File: config.mk
export PLATFORM = sky130hd
export DESIGN_NAME = sha256_w_sched
export DESIGN_NICKNAME = d
export VERILOG_FILES = /design/src/rtl/sha256_pkg.sv /design/src/rtl/sha256_small_sigma.sv /design/src/rtl/sha256_w_sched.sv
export SDC_FILE = /design/constraint.sdc
export NUM_CORES = 2
export LEC_CHECK = 0
export BUFFER_PORTS_ARGS = -buffer_cell sky130_fd_sc_hd__buf_2
export CAP_MARGIN = 20
export CORE_MARGIN = 5
export CORE_UTILIZATION = 55
export CTS_CLUSTER_DIAMETER = 80
export DETAILED_ROUTE_END_ITERATION = 10
export PLACE_DENSITY = 0.9
export SETUP_SLACK_MARGIN = 0.02
export SLEW_MARGIN = 20
export SYNTH_ARGS = -nofsm -noshare
export SYNTH_HDL_FRONTEND = slang
export SYNTH_SLANG_ARGS = --single-unit
File: constraint.sdc
create_clock -name clk -period 7.29 [get_ports clk]
set_input_delay 1.458 -clock clk [delete_from_list [all_inputs] [get_ports clk]]
set_output_delay 1.458 -clock clk [all_outputs]
set_load 0.005 [all_outputs]
File: src/rtl/sha256_pkg.sv
// Shared types and constants for the SHA-256 message-schedule datapath.
// Holds the word type, schedule length, small-sigma rotate/shift amounts and FSM encoding.
package sha256_pkg;

    localparam int WORD_BITS  = 32;
    localparam int NUM_ROUNDS = 64;

    typedef logic [WORD_BITS-1:0] word_t;

    localparam int S0_R1 = 7;
    localparam int S0_R2 = 18;
    localparam int S0_SH = 3;
    localparam int S1_R1 = 17;
    localparam int S1_R2 = 19;
    localparam int S1_SH = 10;

    typedef enum logic [1:0] {
        ST_IDLE = 2'd0,
        ST_RUN  = 2'd1,
        ST_DONE = 2'd2
    } state_t;

    function automatic word_t rotr(input word_t x, input int n);
        return (x >> n) | (x << (WORD_BITS - n));
    endfunction

endpackage

File: src/rtl/sha256_small_sigma.sv
// Small sigma function: SEL=0 gives s0, SEL=1 gives s1.
// Latency: combinational. Backpressure: none (pure function).
// Rotate/shift amounts come from the package so both sigmas share one body.
module sha256_small_sigma #(
    parameter bit SEL = 1'b0
) (
    input  logic [31:0] x,
    output logic [31:0] y
);
    import sha256_pkg::*;

    localparam int R1 = SEL ? S1_R1 : S0_R1;
    localparam int R2 = SEL ? S1_R2 : S0_R2;
    localparam int SH = SEL ? S1_SH : S0_SH;

    assign y = rotr(x, R1) ^ rotr(x, R2) ^ (x >> SH);

endmodule

File: src/rtl/sha256_w_sched.sv
// SHA-256 message schedule: loads one 512-bit block, emits W[0..63] one word per cycle.
// Latency: W[0] one cycle after start is taken, W[63] 63 cycles later, done the cycle after.
// Backpressure: hold freezes window, index and outputs while running; start is taken only when ready.
module sha256_w_sched #(
    parameter int WORD_W = 32,
    parameter int ROUNDS = 64,
    parameter int IDX_W  = 6
) (
    input  logic              clk,
    input  logic              rst_n,
    input  logic              start,
    input  logic [511:0]      blk_in,
    input  logic              hold,
    output logic              ready,
    output logic              w_valid,
    output logic [WORD_W-1:0] w_out,
    output logic [IDX_W-1:0]  w_idx,
    output logic              done
);
    import sha256_pkg::*;

    localparam logic [IDX_W-1:0] LAST_IDX = IDX_W'(ROUNDS - 1);

    state_t           state_q, state_d;
    word_t            w [16];
    logic [IDX_W-1:0] idx_q;
    logic             load, adv;
    word_t            s0_y, s1_y, w_new;

    sha256_small_sigma #(.SEL(1'b0)) u_s0 (.x(w[1]),  .y(s0_y));
    sha256_small_sigma #(.SEL(1'b1)) u_s1 (.x(w[14]), .y(s1_y));

    // Window position 15 receives W[t+16] while position 0 holds W[t].
    assign w_new = s1_y + w[9] + s0_y + w[0];

    always_comb begin
        state_d = state_q;
        load    = 1'b0;
        adv     = 1'b0;
        case (state_q)
            ST_IDLE: begin
                if (start) begin
                    state_d = ST_RUN;
                    load    = 1'b1;
                end
            end
            ST_RUN: begin
                if (!hold) begin
                    if (idx_q == LAST_IDX) state_d = ST_DONE;
                    else                   adv     = 1'b1;
                end
            end
            ST_DONE: state_d = ST_IDLE;
            default: state_d = ST_IDLE;
        endcase
    end

    always_ff @(posedge clk or negedge rst_n) begin
        if (!rst_n) begin
            state_q <= ST_IDLE;
            idx_q   <= '0;
            for (int i = 0; i < 16; i++) w[i] <= '0;
        end else begin
            state_q <= state_d;
            if (load) begin
                idx_q <= '0;
                for (int i = 0; i < 16; i++) w[i] <= blk_in[511-32*i -: 32];
            end else if (adv) begin
                idx_q <= idx_q + 1'b1;
                for (int i = 0; i < 15; i++) w[i] <= w[i+1];
                w[15] <= w_new;
            end
        end
    end

    // All outputs decode registered state only.
    assign ready   = (state_q == ST_IDLE);
    assign w_valid = (state_q == ST_RUN);
    assign done    = (state_q == ST_DONE);
    assign w_out   = w[0];
    assign w_idx   = idx_q;

endmodule

==> metrics.md <==
| Metric | Value |
|---|---|
| Status | finished, final reports clean |
| Sequential area share after synthesis | a little under half |
| Period Utilization, post-route | 63.27% |
| Ranking of synthesized cells by area | dfrtp_1 47%, nand2_1 14%, a31oi_1 11% |
| Gr usage total | between 30% and 40% |
| Fin nets | around 4300 |
| Area Growth Syn to Fin | 17.38% |
| Setup Skew | about 23 ps |
| Fill count | approximately 4200 |
| Period minus WS final | roughly 4600 ps |
| Critical Path Source Type | flip-flop |
| Setup CP Type | flip-flop to flip-flop |
| Pre-antenna DRT Iters | 8 |
| DIE WIDTH | 233.8 um |
| Crit. End Element | flip-flop |
| Commonest non-fill, non-tap cell in the layout | nand2_1 |
| Slew HR | 19.75% |
| Avg WL per Cell | about 22 um |
| First-pass GRT wire length | approximately 150 mm |
| Worst Tran Pin Value | approximately 1200 ps |
| Number of gates resized after CTS | 0 |
| Via count | 26092 |
| Fmax | 0.2168 GHz |
| Setup Buffers After CTS | 0 |
| GP Congestion | around 0.97 |
| I/O Buffers | between 500 and 600 |
| Ports | between 500 and 600 |
| Clock-pin transition on the worst setup and hold timing paths | around 60 ps |
| CTS root buffer | clkbuf_16 |
| Worst EP required | 7810 ps |
| Setup TNS | 0 ps |
| Cell accounting for the most synthesized area | dfrtp_1 |
| CTS tree | done |
| Synth Instances | ~3400 |
| Fin. Hold Viols | 0 |
| Commonest cells after routing, fill and taps aside | 1019 x nand2_1, 555 x buf_2, 521 x nor2_1 |
| Number of flops mapped to enable cells by yosys | 0 |
| Row count | a little over 80 |
| Syn nets | about 4000 |
| Max-Cap Viols | 0 |
| Largest net degree at the start of global routing | between 200 and 300 |
| Syn Area/Cell | slightly above 8 um^2 |
| Starting Density | ~55% |
| Drt drc | 0 |
| Final setup violation count | 0 |
| RSZ-0062 raised after global routing | false |
| Netlist cell types | 50 |
| Vias in the first global route | ~24000 |
| Mapped Area | between 20000 and 30000 um^2 |
| DRT iter0 DRCs | 3415 |
| Via density | about 6 |
| Post-route ant nets | 0 |
| Synth Warn # | 0 |
| Clock latency on the worst-skew pair | 620 ps |
| Die ar. | approximately 55000 um^2 |
| H-tree Lvls | 2 |
| Hold Crit Class | flip-flop to flip-flop |
| CTS max path bufs | 3 |
| Footprint of the multi-input gates | between 10000 and 15000 um^2 |
| Synthesized flop and latch total | between 500 and 600 |
| Core area | 49860 um^2 |
| Post-synth ARST share | between 90% and 100% |
| Worst endpoint data arrival time | just over 5000 ps |
| Post-Route WL | 99.88 mm |
| Layout cells sized above 1 | a little under a fifth |
| Share of the synthesized area in the top cell type | between 40 and 50% |
| Reg area | 13010 um^2 |
| Max Slew Vio Count | 0 |
| Initial antenna violation count | 18 |
| DIE HEIGHT | 233.8 um |
| GRT Residual Overflow | 0 |
| Critical-path maximum fanout | 5 |
| Ys flop type | dfrtp_1 |
| Total CTS buffers | 55 |
| Clock Sinks | 520 |
| HPWL Detailed | roughly 73 mm |
| Hold buffers post-CTS | 0 |
cells in the mapped netlist, types with 2 or more instances:
| cell | n |
|---|---|
| buf_4 | 32 |
| a21oi_1 | 47 |
| xnor2_1 | 81 |
| a21o_1 | 8 |
| and3_1 | 8 |
| o21bai_1 | 3 |
| xor2_1 | 66 |
| clkbuf_1 | 263 |
| fa_1 | 62 |
| a21boi_0 | 3 |
| ha_1 | 32 |
| a311o_1 | 3 |
| or3_1 | 5 |
| a21oi_2 | 2 |
| nand2_1 | 1020 |
| buf_2 | 3 |
| and4_1 | 2 |
| buf_1 | 3 |
| inv_1 | 124 |
| a211oi_1 | 2 |
| o21ai_0 | 27 |
| dfrtp_1 | 520 |
| and2_1 | 4 |
| nand4_1 | 4 |
| nand2b_1 | 6 |
| nor2_1 | 521 |
| nand3_1 | 9 |
| o41a_1 | 2 |
| nor3_1 | 5 |
| o21ai_1 | 3 |
| a31oi_1 | 491 |
| o211ai_1 | 2 |
state kept, by name (all words and copies together) (netlist names):
| signal | count |
|---|---|
| state_q | 2 |
| w_out | 32 |
| w | 480 |
| w_idx | 6 |
critical path: stages (launching register included):
cell and delay, ps:
dfrtp_1 470, xor2_1 210, xnor2_1 350, fa_1 510, fa_1 490, inv_1 40
ha_1 340, a21o_1 200, a21oi_1 180, a21boi_0 220, a21oi_2 420, o21ai_1 220
o41a_1 450, a31oi_1 220, nand4b_1 120, o311ai_1 80
final timing paths:
| check | start | end | slack [ps] | cells past startpoint |
|---|---|---|---|---|
| max reg2reg | w[459] | w[30] | 2680 | 15 |
| min reg2reg | w[236] | w[268] | 530 | 2 |
| min in group asynchronous | rst_n | w_idx[5] | 890 | 1 |
| max in group asynchronous | rst_n | w[408] | 4940 | 2 |
| max | w[459] | w[30] | 2680 | 15 |
| min | w[236] | w[268] | 530 | 2 |
cell type report:
cell class | count | share of cell area, %
Sequential cell | 520 | 40.23
Multi-Input combinational cell | 2436 | 39.70
Timing Repair Buffer | 579 | 9.555
Clock buffer | 79 | 5.091
Tap cell | 672 | 2.600
Inverter | 124 | 1.439
Clock inverter | 23 | 1.250
Antenna cell | 17 | 0.1315
kinds of logic after synthesis:
kind of cell,after synthesis,synth area share (%)
flip-flops,520,47.23
adder cells (fa/ha/maj),94,5.958
buffers and inverters,425,6.239
AO/OA/AOI/OAI,606,13.85
XOR/XNOR,147,4.673
AND/OR/NAND/NOR,1589,22.06
routing by layer:
| layer | wire length, um | vias to the layer above | global-route usage [%] |
|---|---|---|---|
| met5 | 28 | - | 0 |
| met4 | 4950 | 6 | 16.57 |
| met3 | 9711 | 258 | 6.635 |
| met2 | 45590 | 1541 | 53.44 |
| met1 | 39600 | 12551 | 49.60 |
| li1 | - | 11736 | - |
per-stage QoR:
step	util [%]	setup WS (ps)	hold WS [ps]	std cells	instance area, um^2
after floorplan	-	3121	472.7	3381	27550
after global placement	60.66	2833	519.8	4331	30250
after detailed placement	60.66	2786	525.1	4331	30250
after CTS	64.78	2776	534.4	4433	32300
after global routing	64.84	2465	556.4	4446	32330
final	64.86	2678	534.8	4450	32340
Power is left out: the tool's default activity adds up to more than one toggle a clock period on the data nets, which glitch-free logic cannot reach.
